$ cat src/rtl/i2c_pkg.sv
// rtl/i2c_pkg.sv - shared types and constants for the I2C target receiver
package i2c_pkg;

    typedef enum logic [2:0] {
        IDLE     = 3'd0,
        ADDR     = 3'd1,
        ADDR_ACK = 3'd2,
        DATA     = 3'd3,
        DATA_ACK = 3'd4,
        IGNORE   = 3'd5
    } i2c_state_t;

    localparam logic I2C_RW_WRITE = 1'b0;
    localparam logic I2C_RW_READ  = 1'b1;
    localparam logic I2C_ACK      = 1'b0;
    localparam logic I2C_NACK     = 1'b1;

endpackage

$ cat src/rtl/i2c_line_filter.sv
// rtl/i2c_line_filter.sv - pin synchronizer, glitch filter and edge pulses for one I2C line
module i2c_line_filter #(
    parameter int SYNC_STAGES = 2,
    parameter int FILT_LEN    = 3
) (
    input  logic clk,
    input  logic rst_n,
    input  logic line,
    output logic level,
    output logic rise,
    output logic fall
);

    localparam int CW = $clog2(FILT_LEN + 1);

    logic [SYNC_STAGES-1:0] sync;
    logic [CW-1:0]          cnt;
    logic                   samp;

    assign samp = sync[SYNC_STAGES-1];

    // Presets to 1 so a reset on an idle bus never looks like an edge.
    always_ff @(posedge clk or negedge rst_n) begin
        if (!rst_n) begin
            sync  <= '1;
            cnt   <= '0;
            level <= 1'b1;
            rise  <= 1'b0;
            fall  <= 1'b0;
        end else begin
            sync <= {sync[SYNC_STAGES-2:0], line};
            rise <= 1'b0;
            fall <= 1'b0;
            if (samp != level) begin
                if (cnt == CW'(FILT_LEN - 1)) begin
                    level <= samp;
                    cnt   <= '0;
                    rise  <= samp;
                    fall  <= ~samp;
                end else begin
                    cnt <= cnt + CW'(1);
                end
            end else begin
                cnt <= '0;
            end
        end
    end

endmodule

$ cat src/rtl/i2c_slave_rx.sv
// rtl/i2c_slave_rx.sv - I2C target receiver (write only) with address match and ACK
module i2c_slave_rx
    import i2c_pkg::*;
#(
    parameter logic [6:0] SLAVE_ADDR  = 7'h42,
    parameter int         SYNC_STAGES = 2,
    parameter int         FILT_LEN    = 3
) (
    input  logic       clk,
    input  logic       rst_n,
    input  logic       scl_i,
    input  logic       sda_i,
    output logic       sda_o,
    output logic       sda_t,
    output logic [7:0] rx_data,
    output logic       rx_valid,
    output logic       rx_first,
    output logic       bus_start,
    output logic       bus_stop,
    output logic       busy
);

    logic scl_lvl, scl_rise, scl_fall;
    logic sda_lvl, sda_rise, sda_fall;

    i2c_line_filter #(.SYNC_STAGES(SYNC_STAGES), .FILT_LEN(FILT_LEN)) u_scl_filt (
        .clk(clk), .rst_n(rst_n), .line(scl_i),
        .level(scl_lvl), .rise(scl_rise), .fall(scl_fall)
    );

    i2c_line_filter #(.SYNC_STAGES(SYNC_STAGES), .FILT_LEN(FILT_LEN)) u_sda_filt (
        .clk(clk), .rst_n(rst_n), .line(sda_i),
        .level(sda_lvl), .rise(sda_rise), .fall(sda_fall)
    );

    i2c_state_t state;
    logic [7:0] shift;
    logic [7:0] shift_next;
    logic [2:0] bit_cnt;
    logic       ack_phase;
    logic       first_flag;
    logic       start_evt;
    logic       stop_evt;

    assign sda_o      = 1'b0;
    assign start_evt  = sda_fall & scl_lvl;
    assign stop_evt   = sda_rise & scl_lvl;
    assign shift_next = {shift[6:0], sda_lvl};

    always_ff @(posedge clk or negedge rst_n) begin
        if (!rst_n) begin
            state      <= IDLE;
            shift      <= '0;
            bit_cnt    <= '0;
            ack_phase  <= 1'b0;
            first_flag <= 1'b0;
            sda_t      <= I2C_NACK;
            rx_data    <= '0;
            rx_valid   <= 1'b0;
            rx_first   <= 1'b0;
            bus_start  <= 1'b0;
            bus_stop   <= 1'b0;
            busy       <= 1'b0;
        end else begin
            rx_valid  <= 1'b0;
            bus_start <= 1'b0;
            bus_stop  <= 1'b0;
            // Bus conditions win over any SCL edge seen in the same cycle.
            if (start_evt) begin
                state     <= ADDR;
                bit_cnt   <= '0;
                ack_phase <= 1'b0;
                sda_t     <= I2C_NACK;
                bus_start <= 1'b1;
                busy      <= 1'b1;
            end else if (stop_evt) begin
                state     <= IDLE;
                bit_cnt   <= '0;
                ack_phase <= 1'b0;
                sda_t     <= I2C_NACK;
                bus_stop  <= 1'b1;
                busy      <= 1'b0;
            end else begin
                case (state)
                    ADDR, DATA: begin
                        if (scl_rise) begin
                            shift   <= shift_next;
                            bit_cnt <= bit_cnt + 3'd1;
                            if (bit_cnt == 3'd7) begin
                                if (state == ADDR) begin
                                    if (shift[6:0] == SLAVE_ADDR && sda_lvl == I2C_RW_WRITE)
                                        state <= ADDR_ACK;
                                    else
                                        state <= IGNORE;
                                end else begin
                                    rx_data    <= shift_next;
                                    rx_valid   <= 1'b1;
                                    rx_first   <= first_flag;
                                    first_flag <= 1'b0;
                                    state      <= DATA_ACK;
                                end
                            end
                        end
                    end
                    ADDR_ACK, DATA_ACK: begin
                        // First fall ends bit 8 and starts the ACK; second fall ends the 9th clock.
                        if (scl_fall) begin
                            if (!ack_phase) begin
                                sda_t     <= I2C_ACK;
                                ack_phase <= 1'b1;
                            end else begin
                                sda_t     <= I2C_NACK;
                                ack_phase <= 1'b0;
                                state     <= DATA;
                                if (state == ADDR_ACK)
                                    first_flag <= 1'b1;
                            end
                        end
                    end
                    IGNORE: begin
                        sda_t <= I2C_NACK;
                    end
                    default: begin
                    end
                endcase
            end
        end
    end

endmodule

$ cat config.mk
export PLATFORM = sky130hd
export DESIGN_NAME = i2c_slave_rx
export DESIGN_NICKNAME = d
export VERILOG_FILES = /design/src/rtl/i2c_pkg.sv /design/src/rtl/i2c_line_filter.sv /design/src/rtl/i2c_slave_rx.sv
export SDC_FILE = /design/constraint.sdc
export NUM_CORES = 1
export LEC_CHECK = 0
export CAP_MARGIN = 25
export CORE_UTILIZATION = 25
export CTS_CLUSTER_DIAMETER = 120
export DETAILED_ROUTE_END_ITERATION = 8
export DONT_BUFFER_PORTS = 1
export PLACE_DENSITY = 0.48
export SETUP_SLACK_MARGIN = 0.3
export SLEW_MARGIN = 40
export SYNTH_ARGS = -nofsm -noshare
export SYNTH_HDL_FRONTEND = slang
export SYNTH_SLANG_ARGS = --single-unit
export TNS_END_PERCENT = 1
$ cat constraint.sdc
create_clock -name clk -period 2.6 [get_ports clk]
set_input_delay 0.39 -clock clk [delete_from_list [all_inputs] [get_ports clk]]
set_output_delay 0.39 -clock clk [all_outputs]
set_load 0.005 [all_outputs]
==> results.yml, run 1 <==
timing:
  post-route-min-period_ns: 1.79
  setup_tns_ns: 0
  setup_viol_count_final: 0
  grt_setup_unrepaired: "false"
  hold_viol_final: 0
  finalCritPeriodShare: 0.690
  slew_viol_final: 0
  fin_skew_ns: 0.00735
  fmaxAchievable_ghz: 0.557
drt:
  viasPerCell: 4.35
  antenna_left: 0
  wl_per_cell_um: 13.6
  drc: 0
  first_pass_iters: 4
  vias: 1035
  drt-initial-drc-count: 66
  wl_um: 3230
place:
  place_congestion: 0.747
  dp_hpwl_um: 2290
  port_buffers: 0
layout:
  drive_gt1_frac: 0.282
  final_cell_mix: "dfrtp_1, nor2_1, mux2_2"
  layout_commonest_cell: "dfrtp_1"
  finalNetCount: 147
  syn_to_final_growth_pct: 10.5
  fin_util: 0.293
  diodes: 0
clock_network:
  h-tree-depth: 2
  cts_tree: "done"
  post_cts_buffers: 0
  clk_pin_slew_worst_paths_ns: 0.08
  cts_max_path_buffers: 2
  cts_num_sinks: 43
  root_buffer: "clkbuf_8"
  clock_latency_ns: 0.29
  cts_inserted_buffers: 5
global_routing:
  grt_overflow_total: 0
  grt_max_degree: 44
  grt_pass1_wl_um: 5560
  grt_pass1_vias: 1049
  grt_usage: 0.0957
  grt_antenna_before_repair: 0
hold_path:
  hp-class: "input pin to register"
synth:
  ys_ff_latch: 43
  syn-num-nets: 143
  syn_inst: 137
  netlist_area_sq_mm: 0.00184
  synth.distinct_cells: 43
  yosysSeqAreaShare: 0.589
  synth_edf_count: 0
  synthFlopType: "dfrtp_1"
  avgSynthCellArea_sq_um: 13.4
  ys_async_sr_fraction: 1.00
  yosys_warnings: 0
die:
  coreArea_sq_mm: 0.00694
  die-area_sq_mm: 0.00771
  start_util: 0.265
  pin_count: 19
  die_y_um: 87.8
  die_w_um: 87.8
  rows: 30
critical_path:
  crit_path_end_kind: "register"
  path_class: "register to register"
  worstPathMaxFanout: 12
  required_ns: 2.77
  cp.arrival_ns: 1.97
  cp-start-kind: "register"
power:
  max-vdd-ir-drop_mv: 0.215
  powerDensity_mw_per_mm2: 703
  p_leak_nw: 0.952
run:
  cap_violations: 0
run_status:
  status: "finished clean"
## registers in the layout (all words and copies together) (netlist names), 2 cells and up
signal	count
rx_data	8
shift	7
bit_cnt	3
state	3
u_scl_filt.cnt	2
u_scl_filt.sync	2
u_sda_filt.cnt	2
u_sda_filt.sync	2
## critical path: stages, from the launching register on
cell,delay [ns]
dfrtp_1,0.52
and3b_1,0.33
nand4_2,0.40
mux2_4,0.43
## power by group
part,switching [mW],leakage (nW),internal [mW]
clock,0.221,0.0412,0.188
sequential,0.0775,0.571,0.756
combinational,0.0875,0.340,0.101
total,0.386,0.952,1.04
## Yosys cell counts, drive strengths merged (2+ instances only)
cell type | instances | share of area
mux2 | 18 | 0.13
inv | 4 | 0.0081
a21oi | 4 | 0.011
nand4b | 2 | 0.0095
or4b | 2 | 0.013
o21ai | 2 | 0.0054
nor2 | 11 | 0.024
ha | 2 | 0.014
nand2 | 6 | 0.012
buf | 5 | 0.023
a211oi | 2 | 0.0081
xnor2 | 3 | 0.014
nand2b | 8 | 0.027
o21a | 2 | 0.0081
dfrtp | 36 | 0.49
dfstp | 7 | 0.10
mux2i | 2 | 0.011
o31ai | 3 | 0.015
## through the flow
stage / instances / hold WS, ns / setup slack (ns) / cell area, sq um / power, mW
3_5_place_dp: 228 / 0.0968 / 0.787 / 1920 / 1.02
2_1_floorplan: 137 / 0.0944 / 1.04 / 1840 / 0.980
3_3_place_gp: 228 / 0.0967 / 0.824 / 1920 / 1.01
6_report: 238 / 0.0854 / 0.806 / 2030 / 1.43
4_1_cts: 238 / 0.0731 / 0.780 / 2030 / 1.46
5_1_grt: 238 / 0.0607 / 0.624 / 2030 / 1.52
## what timing repair did
item / 4_1_cts / 5_1_grt
hold endpoints to repair: 43 / 0
resized for setup: 0 / 0
hold buffers: 2 / 0
## logic make-up (layout without fill, tap and decap cells)
group                      after synthesis  after routing  synth area share
adders and majority gates                2              2            0.0136
DFF                                     43             43             0.589
and+or+nand+nor                         41             41             0.140
muxes                                   20             20             0.137
xor gates and xnor gates                 3              3            0.0143
AOI/OAI and AO/OA                       18             18            0.0727
other                                    1              1           0.00204
buffers and inverters                    9             14            0.0312
## area by class of cell
cell class              instances  area [sq um]
fillers                       716          4910
flip-flops and latches         43          1080
multi-input cells              85           699
well taps                      96           120
clock buffers                   6          72.6
repair buffers                  2          30.0
inverters                       4          15.0
clock inverters                 2          12.5
## layer usage
layer  global-route usage  part of all wire  vias to the layer above  routed length, um
met1                0.127              0.46                      523               1490
met5                    0                 0                        -                  0
met3               0.0368             0.058                        4                187
met4               0.0447             0.018                        0                 58
li1                     -                 -                      486                  -
met2                0.137              0.46                       22               1490
## final timing paths
| kind | start | to | slack (ns) | cells after the start |
|---|---|---|---|---|
| worst max-delay path | state[2] | rx_data[2] | 0.81 | 3 |
| worst min register to register | u_scl_filt.sync[0] | u_scl_filt.sync[1] | 0.36 | 0 |
| worst min-delay path | scl_i | u_scl_filt.sync[0] | 0.09 | 0 |
| max in group asynchronous | rst_n | u_scl_filt.level | 1.77 | 2 |
| worst max register to register | state[2] | rx_data[2] | 0.81 | 3 |
| min in group asynchronous | rst_n | ack_phase | 0.57 | 2 |
(Power assumes the default switching activity.)
==> run 2, diff against run 1 <==
Clock period 2.6 ns to 1.7 ns, I/O delays scaled along.
==> results.yml, run 2 (same netlist as run 1, synthesis figures left out) <==
die:
  die_y_um: 87.8
  pin_count: 19
  die_w_um: 87.8
  die-area_sq_mm: 0.00771
  rows: 30
  start_util: 0.265
  coreArea_sq_mm: 0.00694
layout:
  diodes: 0
  layout_commonest_cell: "dfrtp_1"
  fillers: 688
  regMostFlops: "rx_data"
  syn_to_final_growth_pct: 20.6
  finalNetCount: 158
  reg_top3: "rx_data: 8 flops, shift: 7 flops"
  drive_gt1_frac: 0.359
  final_cell_mix: "dfrtp_1, nor2_1, mux2_4, mux2_2"
  largest_reg_flops: 8
clock_network:
  h-tree-depth: 2
  clock_latency_ns: 0.29
  clk_pin_slew_worst_paths_ns: 0.08
  cts_inserted_buffers: 5
  cts_num_sinks: 43
  cts_max_path_buffers: 2
  root_buffer: "clkbuf_8"
  cts_tree: "done"
place:
  port_buffers: 0
  dp_hpwl_um: 2250
  place_congestion: 0.710
  post-place-ws_ns: 0.164
timing:
  hold_viol_final: 0
  fin_skew_ns: 0.00657
  setup_tns_ns: 0
  layout_setup_ws_ns: 0.216
  fmaxAchievable_ghz: 0.674
  grt_setup_unrepaired: "true"
  setup_viol_count_final: 0
  finalCritPeriodShare: 0.873
  post-route-min-period_ns: 1.48
  slew_viol_final: 0
critical_path:
  path_class: "register to register"
  r2r_start: "state[0]"
  worstPathMaxFanout: 6
  crit_start: "state[0]"
  cp.arrival_ns: 1.67
  cp-start-kind: "register"
  critPathMaxStageDelay_ns: 0.45
  required_ns: 1.88
  cp_slowest_cell: "or3b_4"
  crit_path_end_kind: "register"
  critical_path_buf_inv_count: 0
  crit_family: "simple AND/OR/NAND/NOR gates"
  path_cells: "or3b_4 > nand4_4 > mux2_4"
run:
  cap_violations: 0
drt:
  drc: 0
  drt-initial-drc-count: 63
  viasPerCell: 4.32
  wl_per_cell_um: 13.7
  vias: 1075
  wl_um: 3410
  antenna_left: 0
  first_pass_iters: 4
run_status:
  status: "finished clean"
global_routing:
  grt_pass1_wl_um: 5870
  grt_max_degree: 44
  grt_usage: 0.104
  grt_antenna_before_repair: 0
  grt_overflow_total: 0
  grt_pass1_vias: 1118
hold_path:
  hp-class: "register to register"
  hold_start: "u_sda_filt.sync[0]"
power:
  p_leak_nw: 1.02
  max-vdd-ir-drop_mv: 0.297
  powerDensity_mw_per_mm2: 1090
  power_mw: 2.42
-- run 2: what timing repair did --
action | CTS | global route
hold endpoints to repair | 45 | 0
hold buffers | 4 | 0
endpoints found under the setup margin | 19 | 20
gates cloned | 1 | 0
gates resized for setup | 9 | 1
pin swaps | 1 | 1
setup buffers | 1 | 1
-- run 2: cell type report --
class                      count  area [sq um]  area share
sequential                    43          1080       0.488
multi-input combinational     86           771       0.347
tap                           96           120      0.0541
timing repair buffer          12           118      0.0530
clock buffer                   5          68.8      0.0310
clock inverter                 3          43.8      0.0197
inverter                       4          15.0     0.00676
-- run 2: path summary, 6_finish.rpt --
check / to / slack [ns] / cells after the start
max in group asynchronous: u_scl_filt.level / 0.97 / 2
max reg2reg: rx_data[1] / 0.22 / 3
max: rx_data[1] / 0.22 / 3
min: u_sda_filt.sync[1] / 0.36 / 0
min reg2reg: u_sda_filt.sync[1] / 0.36 / 0
min in group asynchronous: ack_phase / 0.47 / 2
-- run 2: metrics by stage --
stage | utilization | instances | hold slack (ns) | instance area, sq um
2_1_floorplan | - | 137 | -0.0406 | 1850
3_3_place_gp | 0.284 | 234 | -0.0382 | 1970
3_5_place_dp | 0.284 | 234 | -0.0379 | 1970
4_1_cts | 0.318 | 248 | 0.360 | 2210
5_1_grt | 0.320 | 249 | 0.369 | 2220
6_report | 0.320 | 249 | 0.358 | 2220
-- run 2: metal layers --
layer,up-vias,global-route usage,routed length (um)
met2,18,0.159,1710
met5,-,0,0
met4,0,0.0537,59
met1,534,0.132,1500
li1,518,-,-
met3,5,0.0320,143
-- run 2: report_power, final --
part	total (mW)	switching [mW]	internal, mW
Clock	0.795	0.357	0.437
Combinational	0.373	0.176	0.197
Sequential	1.26	0.101	1.16
==> run 3, diff against run 2 <==
Settings changed: CORE_ASPECT_RATIO set to 0.8.
==> results.yml, run 3 (same netlist as run 1, synthesis figures left out) <==
timing:
  slew_viol_final: 0
  post-route-min-period_ns: 1.47
  setup_viol_count_final: 0
  fmaxAchievable_ghz: 0.678
  setup_tns_ns: 0
  finalCritPeriodShare: 0.867
  hold_viol_final: 0
  grt_setup_unrepaired: "true"
  fin_skew_ns: 0.00804
  hold_slack_ns: 0.358
clock_network:
  cts_num_sinks: 43
  cts_max_path_buffers: 2
  root_buffer: "clkbuf_8"
  clk_pin_slew_worst_paths_ns: 0.09
  cts_tree: "done"
  h-tree-depth: 2
  clock_latency_ns: 0.29
  cts_inserted_buffers: 5
place:
  port_buffers: 0
  placed_cell_area_sq_mm: 0.00195
  place_congestion: 0.748
  dp_hpwl_um: 2390
layout:
  finalNetCount: 159
  final_cell_mix: "dfrtp_1, nor2_1, mux2_4, mux2_2, buf_4"
  regMostFlops: "rx_data"
  syn_to_final_growth_pct: 21.1
  fillers: 682
  largest_reg_flops: 8
  drive_gt1_frac: 0.396
  diodes: 0
  final_area_sq_mm: 0.00223
  layout_commonest_cell: "dfrtp_1"
  reg_top3: "rx_data: 8 flops, shift: 7 flops"
die:
  die_y_um: 78.8
  pin_count: 19
  coreArea_sq_mm: 0.00699
  rows: 27
  die_w_um: 98.0
  die-area_sq_mm: 0.00772
  start_util: 0.263
power:
  power_mw: 2.44
  clkPwrFrac: 0.324
  p_sw_frac: 0.266
  p_sw_mw: 0.649
  seqPwrFrac: 0.523
  p_int_mw: 1.79
  p_leak_nw: 1.02
  max-vdd-ir-drop_mv: 0.607
  powerDensity_mw_per_mm2: 1100
  p_comb_frac: 0.153
critical_path:
  path_cells: "ha_2 > ha_4 > and4b_2 > o311a_1"
  cp.arrival_ns: 1.66
  critical_path_buf_inv_count: 0
  critPathMaxStageDelay_ns: 0.39
  crit_path_end_kind: "register"
  path_class: "register to register"
  crit_start: "bit_cnt[0]"
  worstPathMaxFanout: 4
  cp-start-kind: "register"
  rrSetupSlack_ns: 0.23
  required_ns: 1.88
  r2r_start: "bit_cnt[0]"
  cp_slowest_cell: "dfrtp_1"
  crit_family: "flip-flops"
global_routing:
  grt_pass1_wl_um: 5980
  grt_pass1_vias: 1156
  grt_max_degree: 44
  grt_usage: 0.101
  grt_antenna_before_repair: 0
  grt_overflow_total: 0
hold_path:
  hold_start: "u_sda_filt.sync[0]"
  hp-class: "register to register"
drt:
  antenna_left: 0
  wl_per_cell_um: 14.5
  first_pass_iters: 4
  drt-initial-drc-count: 48
  viasPerCell: 4.63
  wl_um: 3500
  drc: 0
  vias: 1116
run_status:
  status: "finished clean"
run:
  cap_violations: 0
==> run 3: changes by cell type in the layout (fill, tap and decap cells not counted), sizes merged <==
cell,change
buf,+1
==> run 3: final timing paths <==
path,end,cells past startpoint
hold / removal,u_sda_filt.sync[1],0
max in group asynchronous,u_scl_filt.sync[1],2
setup / recovery,state[1],4
setup reg to reg,state[1],4
hold reg to reg,u_sda_filt.sync[1],0
min in group asynchronous,rx_data[0],2
==> run 3: timing repair <==
item / 4_1_cts / 5_1_grt
endpoints found under the hold margin: 45 / 0
hold buffers: 4 / 0
gates resized for setup: 11 / 5
setup endpoints to repair: 19 / 22
pin swaps: 4 / 5
gates cloned: 1 / 0
setup buffers: 2 / 3
==> run 3: area by class of cell <==
cell class	instances	area (sq um)	area share
Sequential cell	43	1090	0.488
Multi-Input combinational cell	86	788	0.354
Timing Repair Buffer	13	118	0.0527
Tap cell	87	109	0.0488
Clock buffer	5	68.8	0.0309
Clock inverter	3	43.8	0.0196
Inverter	4	15.0	0.00673
==> run 3: per-stage QoR <==
step | instances | utilization | setup slack [ns]
floorplan | 137 | - | 0.196
global route | 241 | 0.319 | 0.173
finish | 241 | 0.319 | 0.226
global placement | 223 | 0.278 | 0.116
CTS | 238 | 0.313 | 0.211
detailed placement | 223 | 0.278 | 0.0593
==> run 3: power groups by stage <==
stage                     logic (mW)  registers [mW]  clock network (mW)
after global placement         0.279            1.29                   0
after floorplan                0.260            1.24                   0
after CTS                      0.347            1.29               0.812
final                          0.373            1.28               0.791
after global routing           0.417            1.30               0.854
after detailed placement       0.293            1.30                   0
==> run 3: per-layer routing <==
metal	part of all wire	track usage	vias up	wire, um
met3	0.048	0.0343	5	169
met1	0.48	0.132	580	1690
li1	-	-	519	-
met4	0.012	0.0409	0	43
met5	0	0	-	0
met2	0.46	0.155	12	1600
